===== config.mk =====
export PLATFORM = sky130hd
export DESIGN_NAME = seq_divider_8x4
export DESIGN_NICKNAME = d
export VERILOG_FILES = /design/src/rtl/seq_divider_8x4.sv
export SDC_FILE = /design/constraint.sdc
export NUM_CORES = 1
export LEC_CHECK = 0
export ABC_AREA = 0
export CORE_MARGIN = 2
export CORE_UTILIZATION = 53
export DETAILED_ROUTE_END_ITERATION = 10
export PLACE_DENSITY_LB_ADDON = 0.08
export SLEW_MARGIN = 0
export SYNTH_ARGS = -nofsm -noshare
export SYNTH_HDL_FRONTEND = slang
export SYNTH_SLANG_ARGS = --single-unit

===== constraint.sdc =====
create_clock -name clk -period 2.3 [get_ports clk]
set_clock_uncertainty 0.05 [all_clocks]
set_input_delay 0.69 -clock clk [delete_from_list [all_inputs] [get_ports clk]]
set_output_delay 0.69 -clock clk [all_outputs]
set_load 0.01 [all_outputs]

===== src/rtl/seq_divider_8x4.sv =====
// Iterative restoring unsigned divider: N-bit dividend / M-bit divisor,
// one quotient bit per clock under a start/busy/done handshake.
module seq_divider_8x4 #(
  parameter int N = 8,
  parameter int M = 4
) (
  input  logic         clk,
  input  logic         rst,
  input  logic         start,
  input  logic [N-1:0] A,
  input  logic [M-1:0] B,
  output logic [N-1:0] Quot,
  output logic [M-1:0] Rem,
  output logic         busy,
  output logic         done,
  output logic         div_zero
);

  localparam int CW = $clog2(N + 1);

  typedef enum logic [1:0] {
    IDLE = 2'd0,
    CALC = 2'd1,
    DONE = 2'd2
  } state_t;

  state_t         state_r;
  logic [N-1:0]   dvd_r;
  logic [N-1:0]   quo_r;
  logic [M-1:0]   dvs_r;
  logic [M-1:0]   rem_r;
  logic [CW-1:0]  cnt_r;
  logic           dz_r;
  logic [N-1:0]   quot_r;
  logic [M-1:0]   rem_out_r;
  logic           busy_r;
  logic           done_r;
  logic           div_zero_r;

  logic [M:0]     shifted_s;
  logic [M-1:0]   trial_s;
  logic           qbit_s;
  logic           accept_s;

  // One restoring step: shift in the next dividend bit, subtract the divisor if it fits.
  always_comb begin
    shifted_s = {rem_r, dvd_r[N-1]};
    trial_s   = shifted_s[M-1:0];
    qbit_s    = 1'b0;
    if (shifted_s >= {1'b0, dvs_r}) begin
      trial_s = M'(shifted_s - {1'b0, dvs_r});
      qbit_s  = 1'b1;
    end else begin
      trial_s = shifted_s[M-1:0];
      qbit_s  = 1'b0;
    end
  end

  // A request is taken in IDLE and also in DONE so operations can run back to back.
  always_comb begin
    accept_s = 1'b0;
    if (start && ((state_r == IDLE) || (state_r == DONE))) begin
      accept_s = 1'b1;
    end else begin
      accept_s = 1'b0;
    end
  end

  // Control FSM, datapath registers and registered outputs.
  always_ff @(posedge clk) begin
    if (rst) begin
      state_r    <= IDLE;
      dvd_r      <= {N{1'b0}};
      quo_r      <= {N{1'b0}};
      dvs_r      <= {M{1'b0}};
      rem_r      <= {M{1'b0}};
      cnt_r      <= {CW{1'b0}};
      dz_r       <= 1'b0;
      quot_r     <= {N{1'b0}};
      rem_out_r  <= {M{1'b0}};
      busy_r     <= 1'b0;
      done_r     <= 1'b0;
      div_zero_r <= 1'b0;
    end else begin
      done_r <= 1'b0;
      case (state_r)
        IDLE: begin
          state_r <= IDLE;
        end
        CALC: begin
          rem_r <= trial_s;
          dvd_r <= {dvd_r[N-2:0], 1'b0};
          quo_r <= {quo_r[N-2:0], qbit_s};
          cnt_r <= cnt_r - CW'(1);
          if (cnt_r == CW'(1)) begin
            state_r <= DONE;
            busy_r  <= 1'b0;
          end else begin
            state_r <= CALC;
          end
        end
        DONE: begin
          quot_r     <= dz_r ? {N{1'b1}} : quo_r;
          rem_out_r  <= dz_r ? {M{1'b0}} : rem_r;
          div_zero_r <= dz_r;
          done_r     <= 1'b1;
          state_r    <= IDLE;
        end
        default: begin
          state_r <= IDLE;
          busy_r  <= 1'b0;
        end
      endcase

      // A new operation overrides the idle transition; DONE still publishes the old result.
      if (accept_s) begin
        dvd_r <= A;
        dvs_r <= B;
        rem_r <= {M{1'b0}};
        quo_r <= {N{1'b0}};
        cnt_r <= CW'(N);
        dz_r  <= (B == {M{1'b0}});
        if (state_r == IDLE) begin
          div_zero_r <= 1'b0;
        end
        if (B == {M{1'b0}}) begin
          state_r <= DONE;
          busy_r  <= 1'b0;
        end else begin
          state_r <= CALC;
          busy_r  <= 1'b1;
        end
      end
    end
  end

  assign Quot     = quot_r;
  assign Rem      = rem_out_r;
  assign busy     = busy_r;
  assign done     = done_r;
  assign div_zero = div_zero_r;

endmodule


==> metrics.csv, run 1 <==
stage,metric,value,unit
setup_path,crit_path_top_delay_cell,or4_4,
setup_path,crit_start,dvs_r[1],
timing,tns,0,ps
pwr,p_total,1.85,mW
final_layout,diodes,0,
final_layout,nNetsFinal,291,
cts,path_clk_slew,90,ps
drt,drt_iter0_markers,71,
synthesis,synth.net_count,263,
grt,grt_pass1_wl,7020,um
cts,clkLatencyLatePin,300,ps
setup_path,r2r_start,dvs_r[1],
setup_path,path_cells,inv_1 > ha_1 > or4_4 > a21oi_4 > or2_1 > mux2i_1 > a21oi_1,
setup_path,path_depth,7,
place,gp_congestion,0.793,
setup_path,worst_r2r_path_depth,7,
pwr,p_leak,0.884,nW
setup_path,cp_slowest_stage_delay,530,ps
place,dp_hpwl,2710,um
timing,finalSetupViolCount,0,
place,io_buffers,29,
synthesis,synth_largest_area_cell,dfxtp_1,
run_status,status,completed,
setup_path,cp.arrival,2220,ps
cts,clock_tree.root_cell,clkbuf_8,
floorplan,start_util,54.4,%
cts,htree_levels,2,
place,dp_slack,180,ps
grt,grt_pass1_vias,1592,
timing,slew_headroom,61.3,%
final_layout,area_growth,24.6,%
drt,wl_per_cell,12.4,um
final_layout,fill_cells,317,
setup_path,cp_max_fo,5,
timing,post-route-min-period,2070,ps
setup_path,critPathBufInv,1,
timing,fin_crit_sh,90.2,%
drt,drc_errors,0,
timing,rsz0062_at_grt,no,
synthesis,synth_top_area_share,46.9,%
drt,vias,1689,
setup_path,cpLargestDelayFamily,simple AND/OR/NAND/NOR gates,
synthesis,ys_ff_latch,46,
final_layout,layout_commonest_cell,nand2_1,
floorplan,die_area,0.00420,mm^2
synthesis,synth.avg_cell_area,8.14,um^2
setup_path,required,2440,ps
cts,cts_resized,0,
setup_path,path_class,flop to flop,
cts,cts_setup_buffers,0,
hold_path,hp-start,Rem[2],
floorplan,die_y,64.8,um
floorplan,core,0.00361,mm^2
setup_path,end_kind,flop,
drt,first_pass_iters,4,
grt,grt_max_degree,33,
timing,clock.fmax,482,MHz
timing,slew_viol_final,0,
hold_path,whs_path_depth,2,
cts,cts_tree,yes,
setup_path,r2r_slack,230,ps
drt,postRouteAntennaNets,0,
final_layout,layout_common_cells,"48 x nand2_1, 46 x dfxtp_1, 29 x clkdlybuf4s50_1",
timing,final-hold-violation-count,0,
cts,cts_sinks,46,
timing,tightest_slew,580,ps
synthesis,yosysSeqAreaShare,46.9,%
drt,drt_wl_total,3950,um
pwr,irDropWorstVdd,0.000451,V
cts,clk_path_buf_depth,2,
cts,cts_hold_buf,0,
timing,worst_slack,225,ps
grt,grt_overflow,0,
grt,grt_usage,21.5,%
synthesis,synthCells,241,
synthesis,syn-cell-area,0.00196,mm^2
floorplan,io-pin-count,30,
synthesis,synthDistinctLibCells,28,
timing,holdWs,410,ps
run,maxCapViolations,0,
pwr,power_density,757,mW/mm^2
hold_path,min_path_type,flop to flop,
drt,viasPerCell,5.31,
floorplan,die_w,64.8,um
synthesis,yosysWarnings,0,
grt,antenna_found_initial,0,
synthesis,synth_area_leaders,"dfxtp_1 47%, nand2_1 9.2%, a21oi_1 6.9%",
final_layout,drive_gt1_share,7.04,%
cts,cts_inserted_buffers,5,
floorplan,num_rows,22,
setup_path,cp-start-kind,flop,
## cells in the mapped netlist, drive strengths merged
cell type  number
a211oi          3
a21oi          28
a311oi          7
buf             5
clkbuf         12
dfxtp          46
fa              1
ha              6
inv             9
mux2i           2
nand2          48
nand2b          7
nand3           1
nand3b          4
nor2           21
nor2b           3
nor3           18
nor4            2
o211ai          2
o21ai           6
or2             2
or3             2
or4             1
xnor2           2
xor2            3
## through the flow
| step | util (%) | std cells | instance area (um^2) |
|---|---|---|---|
| after floorplan | - | 241 | 1960 |
| after global placement | 64.0 | 310 | 2310 |
| after detailed placement | 64.0 | 310 | 2310 |
| after CTS | 67.8 | 318 | 2440 |
| after global routing | 67.8 | 318 | 2440 |
| final | 67.8 | 318 | 2440 |
## where the power goes
group	internal [mW]	leakage (nW)	total [mW]	switching, mW
logic	0.126	0.441	0.271	0.145
registers	0.833	0.375	0.861	0.0272
clock network	0.435	0.0683	0.719	0.283
total	1.39	0.884	1.85	0.456
## layout make-up
type / count / area [um^2] / area share (%)
inverter: 9 / 33.8 / 1.38
tap: 48 / 60.1 / 2.46
clock buffer: 5 / 68.8 / 2.81
clock inverter: 3 / 68.8 / 2.81
timing repair buffer: 38 / 358 / 14.6
sequential: 46 / 921 / 37.7
multi-input combinational: 169 / 935 / 38.2
## worst reg2reg max path, cell delays in order, from the launching register on
cell and delay, ps:
dfxtp_1 400, inv_1 70, ha_1 210, or4_4 530, a21oi_4 160, or2_1 250
mux2i_1 210, a21oi_1 80
## routing by layer
layer	track usage [%]	routed length [um]	vias up
li1	-	-	865
met1	26.7	1880	788
met2	36.0	1870	31
met3	5.73	145	5
met4	7.45	55	0
met5	0	0	-
## cell families after synthesis
family                     count (synthesis)  synth area share [%]
DFF                                       46                  46.9
and+or+nand+nor                          109                  25.3
xor gates and xnor gates                   5                  2.23
buffers and inverters                     26                  5.42
AOI/OAI and AO/OA                         46                  14.3
muxes                                      2                  1.02
adders and majority gates                  7                  4.85
## sequential cells by signal, summed over array words and instances (netlist names)
register and flops:
Quot 8, div_zero 1, state_r 2, dz_r 1
dvd_r 8, rem_r 4, Rem 4, dvs_r 4
busy 1, quo_r 8, cnt_r 4, done 1
## worst paths after layout
kind,to
max,rem_r[3]
min,Rem[2]
max reg2reg,rem_r[3]
min reg2reg,Rem[2]
Power figures use the tool's default switching activity.
==> run 2, diff against run 1 <==
--- a/config.mk
+++ b/config.mk
@@ -5,11 +5,13 @@
 export SDC_FILE = /design/constraint.sdc
 export NUM_CORES = 1
 export LEC_CHECK = 0
-export ABC_AREA = 0
+export ABC_AREA = 1
+export CAP_MARGIN = 30
 export CORE_MARGIN = 2
 export CORE_UTILIZATION = 53
 export DETAILED_ROUTE_END_ITERATION = 10
 export PLACE_DENSITY_LB_ADDON = 0.08
+export RECOVER_POWER = 25
 export SLEW_MARGIN = 0
 export SYNTH_ARGS = -nofsm -noshare
 export SYNTH_HDL_FRONTEND = slang
==> run 2 against run 1 <==
  * Worst hold slack improved by 7.1 ps
  * Sequential share of layout area grew 0.35 points
  * Design area is 0.92% lower
  * Global-route usage is 0.88 points lower
  * Clock power down 30%
  * Sequential power is 1% higher
  * Clock-buffer cell count up 2
  * Register-to-register slack improved by 390 ps
  * First-iteration DRC count shrank 5.6%
  * Core utilization shrank 2.1 points
  * Highest routed layer unchanged
==> metrics.csv, run 2 <==
stage,metric,value,unit
place,gp_congestion,0.864,
cts,htree_levels,2,
setup_path,cp-start-kind,input pin,
run_status,status,completed,
synthesis,synthCells,257,
floorplan,num_rows,22,
cts,cts_inserted_buffers,5,
cts,cts_tree,yes,
setup_path,critPathBufInv,2,
synthesis,asyncSetResetFlopFracSynth,0,%
floorplan,die_y,66.1,um
drt,vias,1682,
floorplan,die_area,0.00437,mm^2
synthesis,synth_enable_flop_cells,0,
floorplan,die_w,66.1,um
drt,drc_errors,0,
synthesis,synth_largest_area_cell,dfxtp_1,
timing,finalSetupViolCount,0,
synthesis,synthDistinctLibCells,23,
cts,clkLatencyLatePin,290,ps
place,io_buffers,29,
floorplan,core,0.00369,mm^2
run,maxCapViolations,0,
setup_path,path_cells,dlygate4sd3_1 > nand2_1 > inv_1 > nor2_1 > o21a_1 > nor2_1,
place,dp_slack,255,ps
synthesis,yosysSeqAreaShare,45.1,%
drt,postRouteAntennaNets,0,
setup_path,path_class,input pin to flop,
drt,drt_iter0_markers,67,
timing,final-hold-violation-count,0,
cts,cts_setup_buffers,0,
setup_path,crit_path_top_delay_cell,dlygate4sd3_1,
cts,clk_path_buf_depth,2,
cts,cts_sinks,46,
pwr,switching_power,467,uW
final_layout,nNetsFinal,309,
drt,wl_per_cell,12.0,um
place,dpl_cell_area,0.00234,mm^2
grt,antenna_found_initial,0,
timing,post-route-min-period,2000,ps
final_layout,fill_cells,344,
grt,grt_max_degree,17,
floorplan,io-pin-count,30,
timing,worst_slack,300,ps
synthesis,ys_ff_latch,46,
final_layout,layout_commonest_cell,dfxtp_1,
pwr,irDropWorstVdd,0.000484,V
grt,grt_pass1_vias,1479,
synthesis,syn-cell-area,0.00204,mm^2
hold_path,min_path_type,flop to flop,
pwr,power_density,688,mW/mm^2
timing,slew_headroom,60.8,%
cts,cts_hold_buf,0,
final_layout,area_growth,18.6,%
cts,cts_resized,0,
setup_path,cp.arrival,2110,ps
setup_path,cp_max_fo,9,
pwr,internal_power,1.20,mW
grt,grt_pass1_wl,6810,um
drt,viasPerCell,5.01,
timing,tns,0,ps
floorplan,start_util,55.4,%
final_layout,design_area,0.00242,mm^2
synthesis,synth.avg_cell_area,7.95,um^2
synthesis,synth_common_cells,"46 x dfxtp_1, 40 x nand2_1, 34 x inv_1, 28 x nor2_1, 27 x a21oi_1",
pwr,swShare,28.0,%
final_layout,layout_common_cells,"46 x dfxtp_1, 42 x nand2_1, 35 x inv_1",
final_layout,drive_gt1_share,9.03,%
synthesis,synth_top_area_share,45.1,%
synthesis,ys.flop_type,dfxtp_1,
timing,clock.fmax,500,MHz
cts,path_clk_slew,80,ps
synthesis,synth_area_leaders,"dfxtp_1 45%, nand2_1 7.4%, a21oi_1 6.6%",
setup_path,cp_slowest_stage_delay,550,ps
synthesis,yosysWarnings,0,
setup_path,required,2410,ps
final_layout,final_core_util,65.7,%
pwr,clockPowerShare,30.0,%
synthesis,synth.net_count,279,
setup_path,worst_path_most_repeated_cell,nor2_1,
timing,tightest_slew,588,ps
timing,rsz0062_at_grt,no,
setup_path,cpLargestDelayFamily,buffers and inverters,
timing,fin_crit_sh,86.9,%
timing,slew_viol_final,0,
drt,drt_wl_total,4030,um
setup_path,end_kind,flop,
drt,first_pass_iters,4,
pwr,p_leak,1.01,nW
final_layout,diodes,0,
synthesis,synthMostInstantiatedCell,dfxtp_1,
pwr,seqPwrFrac,52.2,%
grt,grt_usage,20.6,%
place,dp_hpwl,2830,um
cts,clock_tree.root_cell,clkbuf_8,
pwr,p_total,1.67,mW
pwr,pwr-share-comb,17.7,%
grt,grt_overflow,0,
==> run 2: cell types whose count changed in the layout (fill, tap and decap cells not counted), sizes merged, moves of 4 or more <==
cell    previous run  this run
a211oi             3         9
a311oi             7         0
buf                9         3
inv                9        37
nand2             48        44
nand2b             7         0
nand3              1        10
nand3b             4         0
nor2              21        30
nor3              18         5
o21ai              6        25
==> run 2: worst min-delay path: cells and delay by family, from the launching register on <==
family	cells	cell delay [ps]
flip-flops	1	300
buffers and inverters	1	60
AO/OA/AOI/OAI	1	60
==> run 2: worst paths after layout <==
check / cells past startpoint / slack, ps / endpoint / startpoint
setup / recovery: 6 / 300 / dvd_r[1] / start
hold / removal: 2 / 420 / dvs_r[2] / dvs_r[2]
setup reg to reg: 10 / 620 / rem_r[0] / dvs_r[2]
hold reg to reg: 2 / 420 / dvs_r[2] / dvs_r[2]
==> run 2: stage by stage <==
stage	hold WS [ps]	std cells
2_1_floorplan	385	257
3_3_place_gp	400	328
3_5_place_dp	401	328
4_1_cts	413	336
5_1_grt	436	336
6_report	417	336
==> run 2: metal layers <==
metal	wire [um]	part of all wire (%)	global-route usage [%]
met2	1710	42	31.4
met1	2130	53	28.2
met5	0	0	0
met4	35	0.87	7.14
met3	158	3.9	5.62
==> run 2: cell type report <==
cell class | instances | area, um^2 | share of cell area [%]
multi-input combinational | 164 | 895 | 36.9
timing repair buffer | 33 | 317 | 13.1
clock inverter | 1 | 5.00 | 0.207
clock buffer | 7 | 86.3 | 3.56
sequential | 46 | 921 | 38.0
tap | 48 | 60.1 | 2.48
inverter | 37 | 139 | 5.73
==> run 2: cell families after synthesis <==
| logic type | Yosys count | share of synthesized area [%] |
|---|---|---|
| buf+inv | 47 | 10.8 |
| compound gates | 65 | 19.7 |
| flops | 46 | 45.1 |
| simple gates | 92 | 19.7 |
| fa+ha+maj | 7 | 4.66 |
==> run 2: power by group through the flow <==
stage          clock [mW]  combinational, mW  sequential [mW]
2_1_floorplan           0              0.229            0.886
3_3_place_gp            0              0.294            0.889
3_5_place_dp            0              0.297            0.890
4_1_cts             0.514              0.299            0.871
5_1_grt             0.556              0.337            0.877
6_report            0.501              0.296            0.871
